<file path="src/rtl/run_detect_pkg.sv">
// Shared types and defaults for the run-detect scheduler: FSM state encoding,
// default geometry and the requester-id width helper.
package run_detect_pkg;

   typedef enum logic [1:0] {IDLE, LOAD, SHIFT, REPORT} rds_state_t;

   localparam int RDS_NREQ    = 4;
   localparam int RDS_NBITS   = 8;
   localparam int RDS_RUN_LEN = 2;

   function automatic int id_w(input int n);
      return ($clog2(n) > 1) ? $clog2(n) : 1;
   endfunction

endpackage

</file>
<file path="src/rtl/run_detect_scheduler_detector.sv">
// Serial run detector: tracks the current run of equal bits and captures hit,
// first completion index and completion count. Outputs already include the bit on bit_in when en=1.
module run_detector
   import run_detect_pkg::*;
#(
   parameter  int NBITS   = RDS_NBITS,
   parameter  int RUN_LEN = RDS_RUN_LEN,
   localparam int POS_W   = $clog2(NBITS),
   localparam int CNT_W   = $clog2(NBITS + 1),
   localparam int LEN_W   = $clog2(RUN_LEN + 1)
) (
   input  logic             clk_2,
   input  logic             reset,
   input  logic             clr,
   input  logic             en,
   input  logic             bit_in,
   output logic [LEN_W-1:0] run_len,
   output logic             hit,
   output logic [POS_W-1:0] first_pos,
   output logic [CNT_W-1:0] hit_count
);

   logic [LEN_W-1:0] r_len;
   logic             r_prev;
   logic             r_started;
   logic [POS_W-1:0] r_idx;
   logic             r_hit;
   logic [POS_W-1:0] r_pos;
   logic [CNT_W-1:0] r_cnt;

   logic [LEN_W-1:0] w_len;
   logic             w_match;
   logic             w_hit;
   logic [POS_W-1:0] w_pos;
   logic [CNT_W-1:0] w_cnt;

   function automatic logic [LEN_W-1:0] sat_inc(input logic [LEN_W-1:0] len);
      return (len >= LEN_W'(RUN_LEN)) ? LEN_W'(RUN_LEN) : len + 1'b1;
   endfunction

   always_comb begin
      w_len   = r_len;
      w_match = 1'b0;
      w_hit   = r_hit;
      w_pos   = r_pos;
      w_cnt   = r_cnt;
      if (en) begin
         if (r_started && (bit_in == r_prev)) w_len = sat_inc(r_len);
         else                                 w_len = LEN_W'(1);
         w_match = (w_len == LEN_W'(RUN_LEN));
         if (w_match) begin
            w_cnt = r_cnt + 1'b1;
            if (!r_hit) w_pos = r_idx;
            w_hit = 1'b1;
         end
      end
   end

   always_ff @(posedge clk_2) begin
      if (!reset || clr) begin
         r_len     <= '0;
         r_prev    <= 1'b0;
         r_started <= 1'b0;
         r_idx     <= '0;
         r_hit     <= 1'b0;
         r_pos     <= '0;
         r_cnt     <= '0;
      end else if (en) begin
         r_len     <= w_len;
         r_prev    <= bit_in;
         r_started <= 1'b1;
         r_idx     <= r_idx + 1'b1;
         r_hit     <= w_hit;
         r_pos     <= w_pos;
         r_cnt     <= w_cnt;
      end
   end

   assign run_len   = w_len;
   assign hit       = w_hit;
   assign first_pos = w_pos;
   assign hit_count = w_cnt;

endmodule

</file>
<file path="src/rtl/run_detect_scheduler.sv">
// Arbitrates NREQ requesters onto one serial run detector and reports per-job results.
// Define RDS_FIXED_PRIO_EN for fixed priority (lowest index wins); default is round-robin.
module run_detect_scheduler
   import run_detect_pkg::*;
#(
   parameter  int NREQ    = RDS_NREQ,
   parameter  int NBITS   = RDS_NBITS,
   parameter  int RUN_LEN = RDS_RUN_LEN,
   localparam int ID_W    = id_w(NREQ),
   localparam int POS_W   = $clog2(NBITS),
   localparam int CNT_W   = $clog2(NBITS + 1),
   localparam int LEN_W   = $clog2(RUN_LEN + 1)
) (
   input  logic                        clk_2,
   input  logic                        reset,
   input  logic [NREQ-1:0]             req,
   input  logic [NREQ-1:0][NBITS-1:0]  data,
   output logic [NREQ-1:0]             grant,
   output logic                        busy,
   output logic                        done,
   output logic [ID_W-1:0]             done_id,
   output logic                        hit,
   output logic [POS_W-1:0]            first_pos,
   output logic [CNT_W-1:0]            hit_count
);

   rds_state_t       r_state;
   logic [ID_W-1:0]  r_win;
   logic [POS_W-1:0] r_bit_idx;
   logic [NBITS-1:0] r_word;
   logic [NREQ-1:0]  r_grant;
   logic             r_busy;
   logic             r_done;
   logic [ID_W-1:0]  r_done_id;
   logic             r_hit;
   logic [POS_W-1:0] r_first_pos;
   logic [CNT_W-1:0] r_hit_count;

   logic [ID_W-1:0]  w_win;
   logic             w_any;
   logic             w_det_clr;
   logic             w_det_en;
   logic [LEN_W-1:0] w_run_len_unused;
   logic             w_det_hit;
   logic [POS_W-1:0] w_det_pos;
   logic [CNT_W-1:0] w_det_cnt;

`ifdef RDS_FIXED_PRIO_EN
   always_comb begin
      w_win = '0;
      w_any = 1'b0;
      for (int k = 0; k < NREQ; k++) begin
         if (!w_any && req[k]) begin
            w_win = ID_W'(k);
            w_any = 1'b1;
         end
      end
   end
`else
   logic [ID_W-1:0] r_rr;

   function automatic logic [ID_W-1:0] rr_wrap(input logic [ID_W-1:0] base, input int k);
      int s;
      s = int'(base) + k;
      if (s >= NREQ) s = s - NREQ;
      return ID_W'(s);
   endfunction

   // Scan starts at the pointer so the last winner is considered last.
   always_comb begin
      w_win = '0;
      w_any = 1'b0;
      for (int k = 0; k < NREQ; k++) begin
         if (!w_any && req[rr_wrap(r_rr, k)]) begin
            w_win = rr_wrap(r_rr, k);
            w_any = 1'b1;
         end
      end
   end

   always_ff @(posedge clk_2) begin
      if (!reset)
         r_rr <= '0;
      else if (r_state == REPORT)
         r_rr <= (r_win == ID_W'(NREQ - 1)) ? '0 : r_win + 1'b1;
   end
`endif

   always_ff @(posedge clk_2) begin
      if (!reset) begin
         r_state     <= IDLE;
         r_win       <= '0;
         r_bit_idx   <= '0;
         r_grant     <= '0;
         r_busy      <= 1'b0;
         r_done      <= 1'b0;
         r_done_id   <= '0;
         r_hit       <= 1'b0;
         r_first_pos <= '0;
         r_hit_count <= '0;
      end else begin
         r_grant <= '0;
         r_done  <= 1'b0;
         case (r_state)
            IDLE: begin
               if (w_any) begin
                  r_state <= LOAD;
                  r_win   <= w_win;
                  r_grant <= NREQ'(1) << w_win;
                  r_busy  <= 1'b1;
               end
            end
            LOAD: begin
               r_bit_idx <= '0;
               r_state   <= SHIFT;
            end
            SHIFT: begin
               r_bit_idx <= r_bit_idx + 1'b1;
               if (r_bit_idx == POS_W'(NBITS - 1)) begin
                  r_state     <= REPORT;
                  r_busy      <= 1'b0;
                  r_done      <= 1'b1;
                  r_done_id   <= r_win;
                  r_hit       <= w_det_hit;
                  r_first_pos <= w_det_pos;
                  r_hit_count <= w_det_cnt;
               end
            end
            default: r_state <= IDLE;
         endcase
      end
   end

   // Word register: loaded in LOAD, shifted MSB-first in SHIFT.
   always_ff @(posedge clk_2) begin
      if (r_state == LOAD)
         r_word <= data[r_win];
      else if (r_state == SHIFT)
         r_word <= {r_word[NBITS-2:0], 1'b0};
   end

   assign w_det_clr = (r_state == LOAD);
   assign w_det_en  = (r_state == SHIFT);

   run_detector #(
      .NBITS   (NBITS),
      .RUN_LEN (RUN_LEN)
   ) u_det (
      .clk_2     (clk_2),
      .reset     (reset),
      .clr       (w_det_clr),
      .en        (w_det_en),
      .bit_in    (r_word[NBITS-1]),
      .run_len   (w_run_len_unused),
      .hit       (w_det_hit),
      .first_pos (w_det_pos),
      .hit_count (w_det_cnt)
   );

   assign grant     = r_grant;
   assign busy      = r_busy;
   assign done      = r_done;
   assign done_id   = r_done_id;
   assign hit       = r_hit;
   assign first_pos = r_first_pos;
   assign hit_count = r_hit_count;

endmodule

</file>
<file path="config.mk">
export PLATFORM = sky130hd
export DESIGN_NAME = run_detect_scheduler
export DESIGN_NICKNAME = d
export VERILOG_FILES = /design/src/rtl/run_detect_pkg.sv /design/src/rtl/run_detect_scheduler_detector.sv /design/src/rtl/run_detect_scheduler.sv
export SDC_FILE = /design/constraint.sdc
export NUM_CORES = 1
export LEC_CHECK = 0
export CAP_MARGIN = 20
export CORE_MARGIN = 3
export CORE_UTILIZATION = 45
export CTS_CLUSTER_SIZE = 30
export DETAILED_ROUTE_END_ITERATION = 16
export PLACE_DENSITY = 0.74
export SLEW_MARGIN = 20
export SYNTH_ARGS = -nofsm -noshare
export SYNTH_HDL_FRONTEND = slang
export SYNTH_SLANG_ARGS = --single-unit
</file>
<file path="constraint.sdc">
create_clock -name clk_2 -period 1.7 [get_ports clk_2]
set_input_delay 0.425 -clock clk_2 [delete_from_list [all_inputs] [get_ports clk_2]]
set_output_delay 0.425 -clock clk_2 [all_outputs]
set_load 0.05 [all_outputs]
</file>
== Yosys cells after proc, flatten, opt, wreduce, memory -nomap -nowiden ==
Cells that the tools add are included.
Operators by class
  $add $sub $neg: 12
  order comparisons: 10
  equal/unequal tests: 9
  shift-type cells: 1
  muxes and demuxes: 40
  reductions and logical operators: 18
Operator list (number)
  2-bit two-way mux: 14
  8-bit two-way mux: 3
  8-bit binary-select mux with 2-bit select: 1
  2-bit by 3-bit < comparator with 1-bit output, second input constant: 5
  1-bit two-way mux: 12
  3-bit >= comparator, second input constant: 3
  1-bit binary-select mux with 2-bit select: 4
  2-bit equality test, second input constant: 4
  2-bit AND reduction: 4
  2-bit by 1-bit subtractor with 2-bit output, second input constant: 4
  2-bit by 2-bit adder with 3-bit output, second input constant: 2
  3-bit by 1-bit adder with 3-bit output, second input constant: 2
  3-bit two-way mux: 2
  2-bit case mux with 3 select lines: 1
  3-bit case mux with 2 select lines: 1
  3-bit AND reduction: 2
  2-bit by 1-bit adder with 2-bit output, second input constant: 2
  4-bit by 1-bit adder with 4-bit output, second input constant: 1
  1-bit logical AND: 4
  1-bit logical NOT: 4
  4-bit two-way mux: 1
  2-bit inequality test, second input constant: 2
  2-bit nonzero test: 2
  1-bit by 2-bit << shifter with 4-bit output, first input constant: 1
  other kinds (9): 9
Word-level totals
  register bits after elaboration: 48
  output and inout bits: 16

== Depth between registers and ports, before layout ==
  depth after elaboration: 16
  mapped depth: 7
  mapped depth without buffers: 6

== Modules after synthesis ==
Synthesis repeated with hierarchy kept, for this count alone.
Second synthesis, totals
  cell total of the unflattened synthesis: 229
  area, all modules: 2392.3 um^2
By module, submodules not included
  run_detect_scheduler: instances 1, cells each 150, area each 1675.4 um^2, sequential area each 740.7 um^2
  run_detector: instances 1, cells each 79, area each 716.9 um^2, sequential area each 300.3 um^2

== Worst setup path after synthesis ==
Ideal clock, no wire load.
  path type: register -> register
  start point: register r_win[0]
  end point: register r_word[1] (data pin)
  library setup time: 260 ps
  arrival time: 1275 ps
  setup slack: 165 ps
  stages on the path, launching flop included: 4
  buffers on the path: 1
  clock period less this slack: 1535 ps
  path through: dfxtp_1 -> buf_6 -> mux4_2 -> mux2_2
On the way
  longest elaborated chain between the ends: 3
RTL lines
  start: declaration: line run_detect_scheduler.sv:28  | logic [ID_W-1:0] r_win;
  start signal: assignment: line run_detect_scheduler.sv:108  | r_win <= w_win;
  8-bit binary-select mux with 2-bit select: line run_detect_scheduler.sv:137  | r_word <= data[r_win];
  8-bit two-way mux (implied by the code): line run_detect_scheduler.sv:137
  8-bit two-way mux: line run_detect_scheduler.sv:136  | if (r_state == LOAD)
  end signal: assignment: line run_detect_scheduler.sv:137
  end signal: assignment: line run_detect_scheduler.sv:139  | r_word <= {r_word[NBITS-2:0], 1'b0};
  end: declaration: line run_detect_scheduler.sv:30  | logic [NBITS-1:0] r_word;
No other way between the ends. The select of a mux whose other input is x is not followed.
A chain may end at the register's enable or synchronous reset.

== Worst setup path in the final report ==
  start point: input req[1]
  end point: register r_win[1]
On the way
  longest elaborated chain between the ends: 13
  elaborated cells between the ends (all ways): 23
RTL lines
  start: declaration: line run_detect_scheduler.sv:16  | input logic [NREQ-1:0] req,
  1-bit binary-select mux with 2-bit select: line run_detect_scheduler.sv:74  | if (!w_any && req[rr_wrap(r_rr, k)]) begin
  1-bit two-way mux (implied by the code): line run_detect_scheduler.sv:74
  1-bit two-way mux: line run_detect_scheduler.sv:74
  1-bit logical NOT: line run_detect_scheduler.sv:74
  1-bit logical AND: line run_detect_scheduler.sv:74
  1-bit two-way mux: line run_detect_scheduler.sv:74
  1-bit logical NOT: line run_detect_scheduler.sv:74
  1-bit logical AND: line run_detect_scheduler.sv:74
  1-bit two-way mux: line run_detect_scheduler.sv:74
  1-bit logical NOT: line run_detect_scheduler.sv:74
  1-bit logical AND: line run_detect_scheduler.sv:74
  1-bit two-way mux: line run_detect_scheduler.sv:74
  2-bit AND reduction (no line)
Several ways; a longest one is shown, not always the timed one. The select of a mux whose other input is x is not followed.

==> flow_summary.yaml <==
critical_path:
  r2r-start: "r_state[0]$_SDFFE_PN0P_"
  cp_data_arrival_time_ns: 1.75
  end_kind: "flip-flop"
  path_cells: "clkdlybuf4s50_1 > nor2b_1 > a21boi_0 > o32ai_1 > o22ai_1"
  slowest_delay_ns: 0.51
  critPathKind: "primary input to flip-flop"
  crit_family: "compound AO/OA/AOI/OAI gates"
  critPathRequiredTime_ns: 1.87
  crit_buf_inv: 1
  r2r-end: "u_det.r_pos[0]$_SDFFE_PP0P_"
  rr_worst_depth: 6
  rrSetupSlack_ns: 0.17
  worstPathMaxFanout: 4
  slowest_stage: "clkdlybuf4s50_1"
  start_kind: "primary input"
routing:
  ant_nets: 0
  vias: 1731
  drtIter0Drc: 58
  wirelength_um: 4550
  drc: 0
  viasPerCell: 4.96
  first_pass_iters: 4
  routedWlPerCell_um: 13.0
placed_design:
  gp_congestion: 0.793
  dp_cells: 341
  dp_hpwl_um: 3550
  io_buffer_count: 53
power:
  pwr-share-comb: 0.339
  switching_share: 0.304
  power.density_nw_per_um2: 1160
  seq_power_share: 0.432
  ir_drop_mv: 0.797
  p_leak_nw: 1.14
  p_int_mw: 2.50
  clkPwrFrac: 0.228
  p_sw_mw: 1.09
run_status:
  status: "finished, final reports clean"
synthesis:
  synth-edff-count: 8
  ys_ff_latch: 48
  ys_async_sr_fraction: 0
  synth.distinct_cells: 39
  synth.area.top_cells: "dfxtp_1, edfxtp_1, mux4_2"
  yosysWarningCount: 0
  syn-cell-area_um2: 2290
  synth_top_area_frac: 0.350
  synth_ff_type: "dfxtp_1"
  yosysSeqAreaShare: 0.455
  yosys.area.top_type: "dfxtp_1"
  postSynthNetCount: 259
  syn_avg_cell_area_um2: 10.8
  netlist_instances: 212
die:
  num_rows: 25
  ios: 54
  dieArea_um2: 5980
  die_h_um: 77.3
  die_width_um: 77.3
  start_util: 0.475
  core_area_um2: 4820
grt:
  gr-total-overflow: 0
  antenna_found_initial: 0
  grt_usage: 0.162
  grt_pass1_wl_um: 7910
  grt_max_degree: 20
  grt_pass1_vias: 1815
clocking:
  cts_buffers: 5
  clk_pin_slew_ns: 0.08
  post_cts_buffers: 0
  ctsLongestPathBuffers: 2
  cts_tree: "done"
  cts-root-buf: "clkbuf_8"
  hold_buffers: 0
  worstSkewPairLatency_ns: 0.30
  htreeDepth: 2
  cts.sinks: 48
  ctsResizeCount: 1
timing:
  setup_viol: 0
  final.setup_skew_ns: 0.00764
  report.final.hold_viol_count: 0
  clock.fmax_mhz: 632
  setup_tns_ns: 0
  timing.final.crit_share: 0.931
  worstMarginPinSlew_ns: 0.434
  drv_slew: 0
  min_period_ns: 1.58
  rsz0062_at_grt: "no"
  whs_ns: 0.489
  slew_headroom: 0.710
min_path:
  hp-class: "flip-flop to flip-flop"
  hp-start: "r_bit_idx[2]$_SDFFE_PN0P_"
  whs_path_depth: 2
  hold_end: "r_bit_idx[2]$_SDFFE_PN0P_"
final_layout:
  nets: 328
  antenna_cells: 0
  area_delta_synth_final_pct: 35.4
  drive_gt1_frac: 0.227
  final_cells: 349
run:
  drv_cap: 0
area by class of cell:
cell class | instances | area, µm²
clock buffers | 8 | 121
fillers | 418 | 1720
inverters | 4 | 15.0
multi-input cells | 151 | 1190
flip-flops and latches | 48 | 1040
well taps | 67 | 83.8
repair buffers | 71 | 651
worst max path at each step:
| stage | start | to | slack, ns | cells after the start |
|---|---|---|---|---|
| final | req[1] | r_win[1]$_SDFFE_PN0P_ | 0.12 | 5 |
| after global routing | req[1] | r_win[1]$_SDFFE_PN0P_ | 0.03 | 5 |
| after CTS | req[1] | r_win[1]$_SDFFE_PN0P_ | 0.12 | 5 |
| after detailed placement | req[1] | r_win[1]$_SDFFE_PN0P_ | -0.19 | 5 |
| after global placement | data[31] | r_word[7]$_DFFE_PP_ | -0.13 | 3 |
| after floorplan | r_win[0]$_SDFFE_PN0P_ | r_word[1]$_DFFE_PP_ | 0.16 | 3 |
Yosys cell counts (all sizes together) (2+ instances only):
library cell / n
edfxtp: 8
o21ai: 14
a21boi: 3
nor2b: 9
o22ai: 2
dfxtp: 40
mux2i: 14
xnor2: 7
nand2b: 3
mux2: 7
nor4: 2
a21oi: 10
nor3: 6
nor3b: 2
nand3: 5
buf: 5
clkbuf: 4
a211oi: 3
mux4: 8
nand2: 9
ha: 9
xor2: 2
and2: 3
inv: 4
nor2: 25
placed cells by master (no fill, tap or decap), types with 2 or more instances in the layout:
cell / count
nor3b_1: 2
a21oi_1: 10
buf_4: 32
dfxtp_1: 40
mux4_2: 8
nor2b_1: 9
buf_12: 2
and2_1: 2
xnor2_1: 7
mux2_2: 7
o22ai_1: 2
nor3_1: 5
clkdlybuf4s50_1: 37
mux2i_1: 14
nand2b_1: 3
ha_1: 9
clkbuf_8: 7
inv_1: 4
a211oi_1: 3
nand3_1: 5
a21boi_0: 3
edfxtp_1: 8
o21ai_0: 13
nand2_1: 9
nor2_1: 24
state kept, by name (all words and copies together), names as in the netlist, 3 cells and up:
| signal | count |
|---|---|
| first_pos | 3 |
| grant | 4 |
| r_bit_idx | 3 |
| u_det.r_pos | 3 |
| r_word | 8 |
| u_det.r_cnt | 4 |
| u_det.r_idx | 3 |
| hit_count | 4 |
stage by stage:
step | utilization | setup slack [ns] | total power [mW] | cell area (µm²)
3_3_place_gp | 0.618 | -0.127 | 2.78 | 2980
6_report | 0.644 | 0.117 | 3.59 | 3100
3_5_place_dp | 0.618 | -0.190 | 2.80 | 2980
5_1_grt | 0.644 | 0.0322 | 3.80 | 3100
4_1_cts | 0.643 | 0.123 | 3.63 | 3100
2_1_floorplan | - | 0.165 | 2.36 | 2290
metal layers:
layer,wire length (µm),GRT usage
met1,2130,0.206
met2,2260,0.282
met3,92,0.0209
met4,63,0.0569
met5,0,0
power by group through the flow:
stage | Clock (mW) | Combinational, mW | Sequential [mW]
floorplan | 0 | 0.739 | 1.62
global placement | 0 | 1.20 | 1.57
detailed placement | 0 | 1.22 | 1.58
CTS | 0.845 | 1.23 | 1.55
global route | 0.888 | 1.34 | 1.58
finish | 0.819 | 1.22 | 1.55
kinds of logic after synthesis:
family	share of synthesized area
buffers and inverters	0.0279
AOI/OAI and AO/OA	0.102
DFF	0.455
muxes	0.174
adders and majority gates	0.0492
xor gates and xnor gates	0.0426
and+or+nand+nor	0.150
worst register-to-register path, cell delays in order, from the launching register on:
cell	delay, ns
dfxtp_1	0.34
inv_1	0.08
ha_1	0.23
inv_1	0.11
nor4_4	0.39
mux2i_1	0.24
nor2_1	0.05
(Power assumes the default switching activity.)
